$ cat src/rtl/ram_pkg.sv
// Shared command codes and default geometry for the 8x4 dual-port RAM and its FIFO controller.
package ram_pkg;

    localparam logic [1:0] ST_IDLE = 2'd0;
    localparam logic [1:0] ST_RD   = 2'd1;
    localparam logic [1:0] ST_WR   = 2'd2;
    localparam logic [1:0] ST_RW   = 2'd3;

    localparam int DATA_WIDTH_DEF = 4;
    localparam int ADDR_WIDTH_DEF = 3;

    function automatic logic [1:0] cmd_code(input logic wr, input logic rd);
        logic [1:0] code;
        case ({wr, rd})
            2'b10:   code = ST_WR;
            2'b01:   code = ST_RD;
            2'b11:   code = ST_RW;
            default: code = ST_IDLE;
        endcase
        return code;
    endfunction

endpackage

$ cat src/rtl/fifo_ptr.sv
// Write/read pointers and occupancy count for the RAM FIFO; status flags decode from the count.
module fifo_ptr
    import ram_pkg::*;
#(
    parameter int ADDR_WIDTH   = ADDR_WIDTH_DEF,
    parameter int ALMOST_FULL  = 6,
    parameter int ALMOST_EMPTY = 1
) (
    input  logic                  clk,
    input  logic                  reset_L,
    input  logic                  wr_ok,
    input  logic                  rd_ok,
    output logic [ADDR_WIDTH-1:0] wr_ptr,
    output logic [ADDR_WIDTH-1:0] rd_ptr,
    output logic                  full,
    output logic                  empty,
    output logic                  almost_full,
    output logic                  almost_empty
);

    localparam logic [ADDR_WIDTH-1:0] PTR_ONE = ADDR_WIDTH'(1);
    localparam logic [ADDR_WIDTH:0]   CNT_ONE = (ADDR_WIDTH+1)'(1);
    localparam logic [ADDR_WIDTH:0]   DEPTH_C = (ADDR_WIDTH+1)'(2**ADDR_WIDTH);
    localparam logic [ADDR_WIDTH:0]   AF_C    = (ADDR_WIDTH+1)'(ALMOST_FULL);
    localparam logic [ADDR_WIDTH:0]   AE_C    = (ADDR_WIDTH+1)'(ALMOST_EMPTY);

    logic [ADDR_WIDTH:0] count;

    // Pointers wrap naturally mod DEPTH; a simultaneous read and write leaves count unchanged.
    always_ff @(posedge clk or negedge reset_L) begin
        if (!reset_L) begin
            wr_ptr <= '0;
            rd_ptr <= '0;
            count  <= '0;
        end else begin
            if (wr_ok) wr_ptr <= wr_ptr + PTR_ONE;
            if (rd_ok) rd_ptr <= rd_ptr + PTR_ONE;
            case ({wr_ok, rd_ok})
                2'b10:   count <= count + CNT_ONE;
                2'b01:   count <= count - CNT_ONE;
                default: count <= count;
            endcase
        end
    end

    assign full         = (count == DEPTH_C);
    assign empty        = (count == '0);
    assign almost_full  = (count >= AF_C);
    assign almost_empty = (count <= AE_C);

endmodule

$ cat src/rtl/ram_fifo_ctrl.sv
// FIFO front-end that issues RAM command cycles and captures read data two cycles after a pop.
// Optional FIFO_ERR_CNT_EN adds saturating 8-bit counters of rejected pushes and pops.
module ram_fifo_ctrl
    import ram_pkg::*;
#(
    parameter int DATA_WIDTH   = DATA_WIDTH_DEF,
    parameter int ADDR_WIDTH   = ADDR_WIDTH_DEF,
    parameter int ALMOST_FULL  = 6,
    parameter int ALMOST_EMPTY = 1
) (
    input  logic                  clk,
    input  logic                  reset_L,
    input  logic                  enable,
    input  logic                  push,
    input  logic [DATA_WIDTH-1:0] data_push,
    input  logic                  pop,
    input  logic [DATA_WIDTH-1:0] data_out_c,
    output logic [1:0]            state,
    output logic [DATA_WIDTH-1:0] data_in,
    output logic [ADDR_WIDTH-1:0] addr_in,
    output logic [ADDR_WIDTH-1:0] addr_out,
    output logic [DATA_WIDTH-1:0] data_pop,
    output logic                  valid_pop,
    output logic                  fifo_full,
    output logic                  fifo_empty,
    output logic                  almost_full,
    output logic                  almost_empty,
    output logic                  overflow,
    output logic                  underflow
`ifdef FIFO_ERR_CNT_EN
    ,
    output logic [7:0]            ovf_cnt,
    output logic [7:0]            udf_cnt
`endif
);

    logic                  wr_ok, rd_ok, ovf_ev, udf_ev;
    logic [ADDR_WIDTH-1:0] wr_ptr, rd_ptr;
    logic                  rd_vld_p0, rd_vld_p1;

    // A push into a full FIFO is still taken when a pop frees the slot in the same cycle.
    assign wr_ok  = enable & push & (~fifo_full | pop);
    assign rd_ok  = enable & pop & ~fifo_empty;
    assign ovf_ev = enable & push & fifo_full & ~pop;
    assign udf_ev = enable & pop & fifo_empty;

    fifo_ptr #(
        .ADDR_WIDTH   (ADDR_WIDTH),
        .ALMOST_FULL  (ALMOST_FULL),
        .ALMOST_EMPTY (ALMOST_EMPTY)
    ) u_ptr (
        .clk          (clk),
        .reset_L      (reset_L),
        .wr_ok        (wr_ok),
        .rd_ok        (rd_ok),
        .wr_ptr       (wr_ptr),
        .rd_ptr       (rd_ptr),
        .full         (fifo_full),
        .empty        (fifo_empty),
        .almost_full  (almost_full),
        .almost_empty (almost_empty)
    );

    // Stage p0: registered RAM command; address/data hold when no operation is accepted.
    always_ff @(posedge clk or negedge reset_L) begin
        if (!reset_L) begin
            state    <= ST_IDLE;
            data_in  <= '0;
            addr_in  <= '0;
            addr_out <= '0;
        end else begin
            state <= cmd_code(wr_ok, rd_ok);
            if (wr_ok) begin
                data_in <= data_push;
                addr_in <= wr_ptr;
            end
            if (rd_ok) addr_out <= rd_ptr;
        end
    end

    // Stages p0..p2: read tracking runs regardless of enable so an issued read always returns.
    always_ff @(posedge clk or negedge reset_L) begin
        if (!reset_L) begin
            rd_vld_p0 <= 1'b0;
            rd_vld_p1 <= 1'b0;
            valid_pop <= 1'b0;
            data_pop  <= '0;
        end else begin
            rd_vld_p0 <= rd_ok;
            rd_vld_p1 <= rd_vld_p0;
            valid_pop <= rd_vld_p1;
            if (rd_vld_p1) data_pop <= data_out_c;
        end
    end

    always_ff @(posedge clk or negedge reset_L) begin
        if (!reset_L) begin
            overflow  <= 1'b0;
            underflow <= 1'b0;
        end else begin
            if (ovf_ev) overflow  <= 1'b1;
            if (udf_ev) underflow <= 1'b1;
        end
    end

`ifdef FIFO_ERR_CNT_EN
    function automatic logic [7:0] sat_inc8(input logic [7:0] v);
        return (v == 8'hFF) ? v : v + 8'd1;
    endfunction

    always_ff @(posedge clk or negedge reset_L) begin
        if (!reset_L) begin
            ovf_cnt <= '0;
            udf_cnt <= '0;
        end else begin
            if (ovf_ev) ovf_cnt <= sat_inc8(ovf_cnt);
            if (udf_ev) udf_cnt <= sat_inc8(udf_cnt);
        end
    end
`endif

endmodule
$ cat config.mk
export PLATFORM = sky130hd
export DESIGN_NAME = ram_fifo_ctrl
export DESIGN_NICKNAME = d
export VERILOG_FILES = /design/src/rtl/ram_pkg.sv /design/src/rtl/fifo_ptr.sv /design/src/rtl/ram_fifo_ctrl.sv
export SDC_FILE = /design/constraint.sdc
export NUM_CORES = 1
export LEC_CHECK = 0
export ABC_CLOCK_PERIOD_IN_PS = 2200
export BUFFER_PORTS_ARGS = -buffer_cell sky130_fd_sc_hd__buf_2
export CORE_AREA = 4 4 59 61
export DETAILED_ROUTE_END_ITERATION = 8
export DIE_AREA = 0 0 63 65
export PLACE_DENSITY = 0.82
export SYNTH_ARGS = -nofsm -noshare
export SYNTH_HDL_FRONTEND = slang
export SYNTH_HIERARCHICAL = 1
export SYNTH_SLANG_ARGS = --single-unit
$ cat constraint.sdc
create_clock -name clk -period 2.2 [get_ports clk]
set_input_delay 0.44 -clock clk [delete_from_list [all_inputs] [get_ports clk]]
set_output_delay 0.44 -clock clk [all_outputs]
set_load 0.02 [all_outputs]
==> run summary <==
Hold crit path type -> in2async
P_sw -> 0.860 mW
Post-CTS Resized -> 0
Worst slew margin -> 55.1%
Gr ovfl total -> 0
Register bit count reported by yosys -> 31
Synth area leaders -> dfrtp_1 (58%), mux2_4 (7.9%), mux2_2 (7.6%)
# placed instances -> 161
Simple-gate share of the synthesized area -> 9.37%
Clock Power Share -> 19.2%
Final Hold Viols -> 0
Clock Latency Late Sink -> 0.32 ns
Final Total Pwr -> 2.37 mW
Synthesized-area fraction occupied by xor and xnor cells -> 5.25%
Net Sw Frac -> 36.3%
Worst path required time -> 2.45 ns
Worst path cell trace -> inv_2 -> ha_4 -> and3b_2 -> nor2b_4 -> nor2_8 -> inv_2 -> ha_4 -> or4b_4 -> a21oi_2 -> xor2_1
Mux contribution to synthesized area -> 16.2%
Yosys synthesis warning count -> 6
Core area -> 0.00298 sq mm
Synthesized area -> 0.00134 sq mm
Setup Viol. Count Final -> 0
Die Wd -> 63 um
Via count -> 824
Area share of the leading cell type in the synthesized netlist -> 58.1%
DIE AREA -> 0.00410 sq mm
Worst Setup Start Kind -> flip-flop
Clock transition at path regs -> 0.09 ns
First-pass GRT wire length -> 4.23 mm
Drt first pass iters -> 4
Yosys top cell by area -> dfrtp_1
Layout cells sized above 1 -> 57.7%
Fmax -> 0.484 GHz
Buf/Inv on CP -> 2
Number of global-route vias before repair -> 912
Post-synthesis adder-cell area fraction -> 7.50%
Outcome -> completed
Mapped Nets -> 110
Int Pwr -> 1.51 mW
Initial DRC Count -> 39
GR Util All Layers -> 13.7%
Final HPWL DP -> 1.81 mm
I/O pin cnt -> 36
Number of buffers added on ports -> 35
FP Rows -> 20
Largest net degree at the start of global routing -> 32
Period utilization -> 93.9%
Residual DRC count -> 0
Instance count of the mapped netlist -> 89
Register area share after synthesis -> 58.1%
Max clock buf depth -> 2
Least-Margin Pin Slew -> 0.673 ns
Post-synthesis compound-gate area fraction -> 2.72%
Fin util -> 57.4%
CP max-delay cell -> or4b_4
Unrepaired setup endpoints after global routing -> no
LEAKAGE -> 0.834 nW
TritonCTS clock tree -> yes
Via density -> 4.85
Root buffer selected by CTS -> clkbuf_4
Cts bufs inserted -> 5
Max Cap Viol -> 0
Antenna diode count -> 0
Max-slew violations -> 0
Initial antenna violation count -> 0
Main combinational cell family by area after synthesis -> multiplexers
Antenna Violating Nets Remaining -> 0
Nets -> 157
H-Tree Depth -> 2
Crit path max fanout -> 3
PwrDens -> 1390 mW/mm^2
VDD IR max -> 0.806 mV
Flop pwr share -> 40.0%
Area growth syn-to-layout -> 28.0%
Comb power frac -> 40.8%
CP delay by family, top -> simple AND/OR/NAND/NOR gates
Setup bufs post-CTS -> 0
Final Skew -> 0.00234 ns
Final GP Congestion -> 0.791
Biggest cell delay along the critical path -> 0.45 ns
Worst r2r path cells -> 10
Post-synth cell types -> 23
Crit. End Element -> flip-flop
DRT Wirelength -> 2.43 mm
Die Ht -> 65 um
CP arrival -> 2.31 ns
Hold_buf cts -> 0
Final Non-Filler Cells -> 170
CTS Sinks -> 31
Syn avg cell area -> 15.0 sq um
Minimum clock period -> 2.07 ns
Kind of critical path -> reg2reg
Worst path depth -> 10
Starting density of the core -> 44.8%
Detailed-route wire length per cell -> 14.3 um
cells by family (layout without fill, tap and decap cells):
kind of cell / after synthesis / in the layout
flops: 31 / 31
mux: 17 / 17
simple gates: 17 / 17
fa+ha+maj: 8 / 8
xor+xnor: 8 / 8
compound gates: 5 / 5
buf+inv: 3 / 51
per-stage QoR:
step,hold slack (ns),setup WS [ns],setup TNS [ns],cell area (sq um)
floorplan,0.144,-0.0258,-0.0258,1370
finish,0.147,0.135,0,1710
global placement,0.335,0.176,0,1620
detailed placement,0.353,0.0893,0,1620
global route,0.175,0.0327,0,1710
CTS,0.154,0.0726,0,1700
registers in the layout (all words and copies together) (netlist names):
name          flops
data_in           4
data_pop          4
u_ptr/count       4
addr_in           3
addr_out          3
u_ptr/rd_ptr      3
u_ptr/wr_ptr      3
state             2
overflow          1
rd_vld_p0         1
rd_vld_p1         1
underflow         1
valid_pop         1
cell type report:
type / instances / area (sq um)
sequential: 31 / 776
tap: 33 / 41.3
multi-input combinational: 55 / 582
inverter: 3 / 11.3
clock buffer: 6 / 51.3
clock inverter: 2 / 35.0
timing repair buffer: 40 / 213
fill: 271 / 1270
path summary, 6_finish.rpt:
path                             endpoint           start  slack [ns]
setup / recovery           u_ptr/count[3]  u_ptr/count[0]        0.13
hold / removal                 data_in[2]         reset_L        0.15
setup reg to reg           u_ptr/count[3]  u_ptr/count[0]        0.13
hold reg to reg                 rd_vld_p1       rd_vld_p0        0.37
max in group asynchronous     data_pop[3]         reset_L        1.62
min in group clk               data_in[0]    data_push[0]        0.35
metal layers:
layer / global-route usage, % / vias to the layer above / routed length [um]
li1: - / 398 / -
met1: 15.7 / 392 / 983
met2: 22.4 / 32 / 1250
met3: 5.20 / 2 / 186
met4: 6.89 / 0 / 12
met5: 0 / - / 0
layout by cell type, fill, tap and decap left out, drive strengths merged, types with 2 or more instances in the layout:
| cell | Yosys | layout |
|---|---|---|
| a31o | 2 | 2 |
| buf | 0 | 40 |
| clkbuf | 0 | 6 |
| dfrtp | 31 | 31 |
| ha | 8 | 8 |
| inv | 3 | 3 |
| mux2 | 16 | 16 |
| nand2 | 5 | 5 |
| nor2 | 5 | 5 |
| o21ai | 2 | 2 |
| xnor2 | 4 | 4 |
| xor2 | 4 | 4 |
cells in the mapped netlist (all sizes together):
cell type / instances
a21oi: 1
a31o: 2
and3b: 1
dfrtp: 31
ha: 8
inv: 3
mux2: 16
mux2i: 1
nand2: 5
nand2b: 1
nand4b: 1
nor2: 5
nor2b: 1
nor3: 1
nor3b: 1
o21ai: 2
or4b: 1
xnor2: 4
xor2: 4
power by group through the flow:
stage / Clock [mW] / Sequential, mW / Combinational, mW
3_5_place_dp: 0 / 0.963 / 0.971
4_1_cts: 0.478 / 0.954 / 0.978
5_1_grt: 0.511 / 0.985 / 1.04
3_3_place_gp: 0 / 0.947 / 0.939
6_report: 0.456 / 0.948 / 0.968
2_1_floorplan: 0 / 1.11 / 0.486
(Power assumes the default switching activity.)
